<file path="src/rtl/alu_mul_sequencer.sv">
// Shift-and-add 16x16->32 unsigned multiply sequenced through the shared ALU.
// Optional early termination: define ALU_MUL_SEQ_EARLY_TERM_EN.
module alu_mul_sequencer #(
  parameter int WIDTH = 16
) (
  input  logic             clk,
  input  logic             rst,
  input  logic             start,
  input  logic [WIDTH-1:0] op_a,
  input  logic [WIDTH-1:0] op_b,
  output logic             busy,
  output logic             done,
  output logic [WIDTH-1:0] prod_hi,
  output logic [WIDTH-1:0] prod_lo,
  output logic [WIDTH-1:0] alu_a,
  output logic [WIDTH-1:0] alu_b,
  output logic [2:0]       alu_ctrl,
  input  logic [WIDTH-1:0] alu_result,
  input  logic             alu_carry
);

  typedef enum logic [1:0] {IDLE, RUN, DONE} state_t;

  localparam logic [4:0] LAST = 5'(WIDTH - 1);

  state_t           state, state_nxt;
  logic [WIDTH-1:0] mcand, mp, acc, lo;
  logic [4:0]       cnt;
  logic [WIDTH-1:0] acc_nxt, lo_nxt;

  // The ALU carry becomes the new top bit, so the 17-bit sum is never truncated.
  assign acc_nxt = {alu_carry, alu_result[WIDTH-1:1]};
  assign lo_nxt  = {alu_result[0], lo[WIDTH-1:1]};

`ifdef ALU_MUL_SEQ_EARLY_TERM_EN
  logic [5:0]         shamt;
  logic [2*WIDTH-1:0] shifted;
  // Remaining iterations would only add zero and shift, so collapse them.
  assign shamt   = 6'(WIDTH) - {1'b0, cnt};
  assign shifted = {acc, lo} >> shamt;
`endif

  // NOTE: every output of this block gets a default first, so no path can infer a latch.
  always_comb begin
    state_nxt = state;
    alu_a     = '0;
    alu_b     = '0;
    alu_ctrl  = 3'b000;
    busy      = (state != IDLE);
    done      = (state == DONE);
    case (state)
      IDLE: if (start) state_nxt = RUN;
      RUN: begin
`ifdef ALU_MUL_SEQ_EARLY_TERM_EN
        if (mp == '0) state_nxt = DONE;
        else
`endif
        begin
          alu_a = acc;
          alu_b = mp[0] ? mcand : '0;
          if (cnt == LAST) state_nxt = DONE;
        end
      end
      DONE:    state_nxt = IDLE;
      default: state_nxt = IDLE;
    endcase
  end

  // NOTE: state is updated with non-blocking assignments so every register samples pre-edge values.
  always_ff @(posedge clk or negedge rst) begin
    if (!rst) begin
      state   <= IDLE;
      mcand   <= '0;
      mp      <= '0;
      acc     <= '0;
      lo      <= '0;
      cnt     <= '0;
      prod_hi <= '0;
      prod_lo <= '0;
    end else begin
      state <= state_nxt;
      case (state)
        IDLE: if (start) begin
          mcand <= op_a;
          mp    <= op_b;
          acc   <= '0;
          lo    <= '0;
          cnt   <= '0;
        end
        RUN: begin
`ifdef ALU_MUL_SEQ_EARLY_TERM_EN
          if (mp == '0) begin
            {acc, lo}         <= shifted;
            {prod_hi, prod_lo} <= shifted;
          end else
`endif
          begin
            acc <= acc_nxt;
            lo  <= lo_nxt;
            mp  <= mp >> 1;
            cnt <= cnt + 5'd1;
            // Product is published on the edge that enters DONE.
            if (cnt == LAST) begin
              prod_hi <= acc_nxt;
              prod_lo <= lo_nxt;
            end
          end
        end
        default: ;
      endcase
    end
  end

endmodule
</file>
<file path="config.mk">
export PLATFORM = sky130hd
export DESIGN_NAME = alu_mul_sequencer
export DESIGN_NICKNAME = d
export VERILOG_FILES = /design/src/rtl/alu_mul_sequencer.sv
export SDC_FILE = /design/constraint.sdc
export NUM_CORES = 1
export LEC_CHECK = 0
export CORE_MARGIN = 10
export CORE_UTILIZATION = 30
export DETAILED_ROUTE_END_ITERATION = 10
export PLACE_DENSITY_LB_ADDON = 0.08
export SYNTH_ARGS = -nofsm -noshare
export SYNTH_HDL_FRONTEND = slang
export SYNTH_SLANG_ARGS = --single-unit
</file>
<file path="constraint.sdc">
create_clock -name clk -period 2.9 [get_ports clk]
set_clock_uncertainty 0.2 [all_clocks]
set_input_delay 0.435 -clock clk [delete_from_list [all_inputs] [get_ports clk]]
set_output_delay 0.435 -clock clk [all_outputs]
set_load 0.03 [all_outputs]
</file>
; Yosys cells after proc, flatten, opt, wreduce, memory -nomap -nowiden
; Index checks and enable logic that the tools add are counted.
[totals]
reg_bits = 103
word_cells = 34
inputBits = 52
[classes]
eq_ne = 5
addsub = 1
muxes = 13
reduce_logical = 7
[op_table]
columns = operator, n
row1 = $pmux W16 S2, 3
row2 = $mux W16, 5
row3 = $pmux W5 S2, 1
row4 = $reduce_and A2 Y1, 4
row5 = $add A5 B1 Y5 const B, 1
row6 = $eq A5 B4 Y1 const B, 1
row7 = $mux W5, 1
row8 = $mux W2, 2
row9 = $ne A2 B2 Y1 const B, 2
row10 = $pmux W2 S2, 1
row11 = $reduce_bool A2 Y1, 2
row12 = $eq A2 B1 Y1 const B, 1
row13 = $eq A2 B2 Y1 const B, 1
row14 = $logic_not A2 Y1, 1

; Depth between registers and ports, before layout
; Gate-level depths: netlist of run 1.
[logic_depth]
ltp_word = 3
depth_mapped = 6
mapped_depth_nobuf = 6

; Worst setup path after synthesis of run 1
; OpenSTA, ideal clock, no wires.
[synth_path]
path_kind = register to output
from = register state[1]
to = output port alu_a[10]
t_required_ns = 2.265
slack_ns = 0.980
stages_incl_launch_ff = 5
n_path_buf = 2
t_arrival_ns = 1.285
cell_sequence = dfrtp_1 > and2b_4 > buf_2 > buf_2 > and2_1
[synth_between]
elab_chain_len = 2
[synth_rtl]
columns = item, line_no
row1 = from (decl), 26  ; state_t state, state_nxt;
row2 = from (signal assigned), 81  ; state <= state_nxt;
row3 = $eq A2 B1 Y1, 51  ; case (state)
row4 = $mux W16, 51
row5 = to (decl), 15  ; output logic [WIDTH-1:0] alu_a,
; No other way between the ends.

; Worst setup path after layout of run 1
[layout_path]
from = register state[1]
to = output port alu_a[12]
; The elaborated chain is that of the path after synthesis.

==> results.py, run 1 <==
metrics = {
    "timing": {
        "hold_ws_ns": 0.2811,
        "fin_crit_sh": 0.8470,
        "fin_crit_ns": 2.456,
        "slew_headroom": 0.5371,
        "worst_pin_slew_ns": 0.6939,
        "finalSetupViolCount": 0,
        "fin_tns_setup_ns": 0,
        "fmax_mhz": 407.1,
        "slew_violations": 0,
        "rsz0062_at_grt": "no",
        "hold_viol_final": 0,
    },
    "power": {
        "power.leakage_nw": 2.866,
        "power_density_mw_per_mm2": 1108,
        "vdd_ir_drop_max_uv": 501.9,
    },
    "die": {
        "io_pins": 121,
        "core_area_sq_mm": 0.01470,
        "initial_core_util": 0.3085,
        "rows": 44,
        "dieArea_sq_mm": 0.02043,
        "die_w_um": 142.9,
        "die_y_um": 142.9,
    },
    "critical_path": {
        "arrival_ns": 1.82,
        "crit_top_cell": "buf_4",
        "worstReg2RegEnd": "prod_lo[0]",
        "startpoint_type": "flop",
        "r2r_start": "cnt[0]",
        "worstPathRequired_ns": 2.27,
        "cpMaxStageDelayCell": "and2b_4",
        "critical_path.max_fanout": 30,
        "crit_chain": "and2b_4 -> buf_4 -> and2_1 -> buf_4",
        "critPathTopFamily": "simple AND/OR/NAND/NOR gates",
        "cpPeakStageDelay_ns": 0.49,
        "critical_path_class": "reg2out",
        "reg2regPathDepth": 5,
        "r2r_setup_slack_ns": 0.60,
        "worstPathBufferInverterCount": 2,
        "cp-end-kind": "output pin",
    },
    "global_route": {
        "gr-usage-all-layers": 0.1145,
        "overflow": 0,
        "grt_pass1_wl_um": 18510,
        "grt_pass1_vias": 3439,
        "grt_max_degree": 47,
        "antenna_found_initial": 0,
    },
    "finish": {
        "mostFrequentLayoutCells": "dfrtp_1, clkdlybuf4s50_1, nand2_1, mux2_4, buf_4",
        "drive_above_1_share": 0.2268,
        "layout_commonest_cell": "dfrtp_1",
        "num-fill-cells": 1377,
        "area_growth_pct": 34.74,
        "nets": 556,
        "n_antenna_cell": 0,
    },
    "clocking": {
        "cts_tree": "built",
        "post_cts_buffers": 0,
        "clock_latency_ns": 0.35,
        "clock_sinks": 102,
        "clk_path_buf_depth": 2,
        "cts_root_buffer": "clkbuf_16",
        "cts_buffers": 9,
        "htreeDepth": 3,
        "cts_resized": 0,
        "clkTransAtPathRegs_ns": 0.07,
    },
    "synth": {
        "dominantRegCellSynth": "dfrtp_1",
        "synthDistinctLibCells": 33,
        "synth.avg_cell_area_sq_um": 11.69,
        "synthCells": 388,
        "syn-cell-area_sq_mm": 0.004534,
        "synth.yosys.seq_area_share": 0.5629,
        "synth-edff-count": 0,
        "ys_seq_elements": 102,
        "async_flop_share": 1.000,
        "ys_warn_count": 0,
    },
    "route": {
        "wl_um": 11440,
        "viasPerCell": 4.641,
        "dr.pass1.iters": 7,
        "drc": 0,
        "vias": 3207,
        "routedWlPerCell_um": 16.55,
        "antenna_left": 0,
        "dr.first_iter.drc_count": 192,
    },
    "run_status": {
        "status": "completed",
    },
    "placed_design": {
        "dp_hpwl_um": 7944,
        "portBuffers": 117,
        "gp_congestion": 0.7109,
    },
    "worst_hold_path": {
        "min_to": "mp[11]",
        "hold_depth": 2,
        "hold_class": "reg2reg",
        "holdCritStartpoint": "mp[11]",
    },
    "run": {
        "maxCapViolations": 0,
    },
}
[cells by family after synthesis]
family | synth area share
buffers and inverters | 0.04498
DFF | 0.5629
AOI/OAI and AO/OA | 0.09106
other | 0.0008270
and+or+nand+nor | 0.1360
adders and majority gates | 0.005518
muxes | 0.1587
[final cells by class]
type | instances | area [sq um] | area share
multi-input cells | 255 | 1785 | 0.2922
repair buffers | 131 | 1221 | 0.1999
clock buffers | 12 | 256.5 | 0.04198
inverters | 3 | 11.26 | 0.001843
clock inverters | 4 | 52.55 | 0.008601
flip-flops and latches | 102 | 2552 | 0.4178
well taps | 184 | 230.2 | 0.03768
[how the worst max path moves through the flow]
stage | start | end | slack, ns | depth (start not counted)
3_3_place_gp | start | cnt[4] | 0.41 | 5
2_1_floorplan | state[1] | alu_a[10] | 0.98 | 4
6_report | state[1] | alu_a[12] | 0.44 | 4
5_1_grt | state[1] | alu_a[10] | 0.30 | 4
4_1_cts | state[1] | alu_a[12] | 0.39 | 4
3_5_place_dp | start | cnt[1] | 0.35 | 5
[metal layers]
metal	track usage	wire length, um	vias up
met5	0	0	-
met4	0.02769	108	0
met3	0.04842	728	5
met2	0.1845	5506	85
met1	0.1386	5095	1583
li1	-	-	1534
[state kept, by name, indices dropped and copies added, names as in the netlist]
| name | flops |
|---|---|
| acc | 16 |
| cnt | 5 |
| lo | 15 |
| mcand | 16 |
| mp | 16 |
| prod_hi | 16 |
| prod_lo | 16 |
| state | 2 |
[cell usage after synthesis, drive strengths merged (2+ instances only)]
cell / n / area (sq um)
and2b: 4 / 35.03
inv: 3 / 11.26
a21oi: 4 / 20.02
a22oi: 15 / 112.6
dfrtp: 102 / 2552
and3: 17 / 106.4
ha: 2 / 25.02
nand3: 2 / 10.01
o21ai: 49 / 245.2
nand2: 82 / 315.3
and2: 16 / 100.1
nor2b: 4 / 27.53
clkbuf: 9 / 36.29
mux2: 48 / 709.4
buf: 21 / 156.4
nand2b: 2 / 12.51
[worst reg2reg max path: cells and delay by family, from the launching register on]
| family | cells | cell delay (ns) |
|---|---|---|
| AND/OR/NAND/NOR | 2 | 0.68 |
| adder cells (fa/ha/maj) | 2 | 0.46 |
| multiplexers | 1 | 0.44 |
| flip-flops | 1 | 0.41 |
[power breakdown]
part	internal [mW]	total [mW]	switching, mW	leakage, nW
Sequential	2.05	2.45	0.396	1.27
Clock	0.722	1.25	0.531	0.154
Combinational	1.43	3.07	1.64	1.44
Total	4.20	6.77	2.56	2.87
[timing repair]
| item | CTS | global route |
|---|---|---|
| hold buffers | 1 | 0 |
| hold endpoints to repair | 36 | 0 |
| endpoints found under the setup margin | 0 | 0 |
[through the flow]
| step | utilization | instances | power [mW] | area, sq um | setup slack [ns] |
|---|---|---|---|---|---|
| 6_report | 0.4156 | 691 | 6.769 | 6110 | 0.4438 |
| 2_1_floorplan | - | 390 | 4.384 | 4542 | 0.9799 |
| 3_5_place_dp | 0.3939 | 674 | 5.593 | 5791 | 0.3510 |
| 4_1_cts | 0.4156 | 691 | 6.889 | 6110 | 0.3930 |
| 5_1_grt | 0.4156 | 691 | 7.222 | 6110 | 0.3023 |
| 3_3_place_gp | 0.3939 | 674 | 5.558 | 5791 | 0.4074 |
Note: power is estimated with default switching activity, not from simulation.
==> run 2, diff against run 1 <==
==> constraint.sdc (replaced) <==
create_clock -name clk -period 2.4 [get_ports clk]
set_clock_uncertainty 0.2 [all_clocks]
set_input_delay 0.36 -clock clk [delete_from_list [all_inputs] [get_ports clk]]
set_output_delay 0.36 -clock clk [all_outputs]
set_load 0.03 [all_outputs]
==> run 2 against run 1 <==
  * First-iteration DRC count is 0.52% lower
  * Cell count grew 0.72%
  * Count of clock-buffer cells in the layout stayed put
  * Design area rose by 0.82%
  * Global-route usage grew 0.35 points
  * Critical path type unchanged
  * Via count fell by 0.97%
==> results.py, run 2 (same netlist as run 1, synthesis figures left out) <==
metrics = {
    "global_route": {
        "grt_pass1_wl_um": 18870,
        "overflow": 0,
        "grt_max_degree": 50,
        "gr-usage-all-layers": 0.1180,
        "grt_pass1_vias": 3349,
        "antenna_found_initial": 0,
    },
    "timing": {
        "fin_crit_ns": 2.294,
        "hold_ws_ns": 0.2829,
        "slew_violations": 0,
        "fmax_mhz": 435.9,
        "setup_ws_ns": 0.1057,
        "finalSetupViolCount": 0,
        "fin_crit_sh": 0.9560,
        "worst_pin_slew_ns": 0.6214,
        "slew_headroom": 0.5857,
        "hold_viol_final": 0,
        "fin_tns_setup_ns": 0,
        "rsz0062_at_grt": "no",
    },
    "placed_design": {
        "dp_hpwl_um": 8241,
        "placed_area_sq_mm": 0.005871,
        "portBuffers": 117,
        "gp_congestion": 0.7181,
        "placed_cells": 678,
        "post-place-ws_ns": 0.2231,
    },
    "finish": {
        "area_growth_pct": 35.84,
        "mostFrequentLayoutCells": "dfrtp_1, clkdlybuf4s50_1, nand2_1, buf_4, mux2_4",
        "final_util": 0.4191,
        "final_area_sq_mm": 0.006160,
        "layout_commonest_cell": "dfrtp_1",
        "nets": 563,
        "final_cells": 696,
        "drive_above_1_share": 0.2324,
        "n_antenna_cell": 0,
    },
    "die": {
        "dieArea_sq_mm": 0.02043,
        "die_y_um": 142.9,
        "die_w_um": 142.9,
        "io_pins": 121,
        "initial_core_util": 0.3085,
        "rows": 44,
        "core_area_sq_mm": 0.01470,
    },
    "clocking": {
        "clock_latency_ns": 0.35,
        "cts_buffers": 9,
        "cts_resized": 0,
        "cts_root_buffer": "clkbuf_16",
        "clock_sinks": 102,
        "clkTransAtPathRegs_ns": 0.07,
        "cts_tree": "built",
        "htreeDepth": 3,
        "clk_path_buf_depth": 2,
    },
    "power": {
        "power_density_mw_per_mm2": 1309,
        "vdd_ir_drop_max_uv": 765.6,
        "power_mw": 8.061,
        "power.leakage_nw": 2.894,
    },
    "critical_path": {
        "cp-end-kind": "output pin",
        "arrival_ns": 1.73,
        "startpoint_type": "flop",
        "critical_path_class": "reg2out",
        "worstPathRequired_ns": 1.84,
        "critical_path.max_fanout": 8,
    },
    "route": {
        "dr.pass1.iters": 4,
        "wl_um": 11760,
        "viasPerCell": 4.563,
        "dr.first_iter.drc_count": 191,
        "vias": 3176,
        "drc": 0,
        "antenna_left": 0,
        "routedWlPerCell_um": 16.90,
    },
    "run_status": {
        "status": "completed",
    },
    "worst_hold_path": {
        "hold_class": "reg2reg",
    },
    "run": {
        "maxCapViolations": 0,
    },
}
## run 2: cell type report
| type | count | area, sq um |
|---|---|---|
| multi-input cells | 255 | 1785 |
| flip-flops and latches | 102 | 2552 |
| well taps | 184 | 230.2 |
| repair buffers | 138 | 1324 |
| fillers | 1405 | 8539 |
| clock inverters | 2 | 10.01 |
| inverters | 3 | 11.26 |
| clock buffers | 12 | 246.5 |
## run 2: worst max-delay path: stages (launching register included)
cell	delay, ns
dfrtp_1	0.47
or2_2	0.32
clkdlybuf4s50_1	0.59
## run 2: final timing paths
path                           from    endpoint  slack, ns  cells after the start
setup / recovery           state[0]        busy       0.11                      2
setup reg to reg             cnt[0]  prod_lo[1]       0.34                      6
min in group asynchronous       rst  prod_lo[5]       0.37                      2
hold / removal               mp[13]      mp[13]       0.28                      2
hold reg to reg              mp[13]      mp[13]       0.28                      2
max in group asynchronous       rst       lo[9]       0.93                      3
## run 2: repair_timing
item,in CTS,in global routing
hold buffers,1,0
setup endpoints to repair,0,25
setup buffers,0,3
endpoints found under the hold margin,43,0
## run 2: report_power, final
group / leakage, nW / switching (mW) / internal (mW) / total, mW
combinational: 1.50 / 1.99 / 1.78 / 3.77
sequential: 1.27 / 0.477 / 2.48 / 2.96
clock: 0.128 / 0.615 / 0.718 / 1.33
## run 2: routing by layer
metal	wire length, um	share of wire	GRT usage
met5	0	0	0
met1	5363	0.46	0.1485
met3	759	0.065	0.04942
met4	125	0.011	0.03257
met2	5510	0.47	0.1818
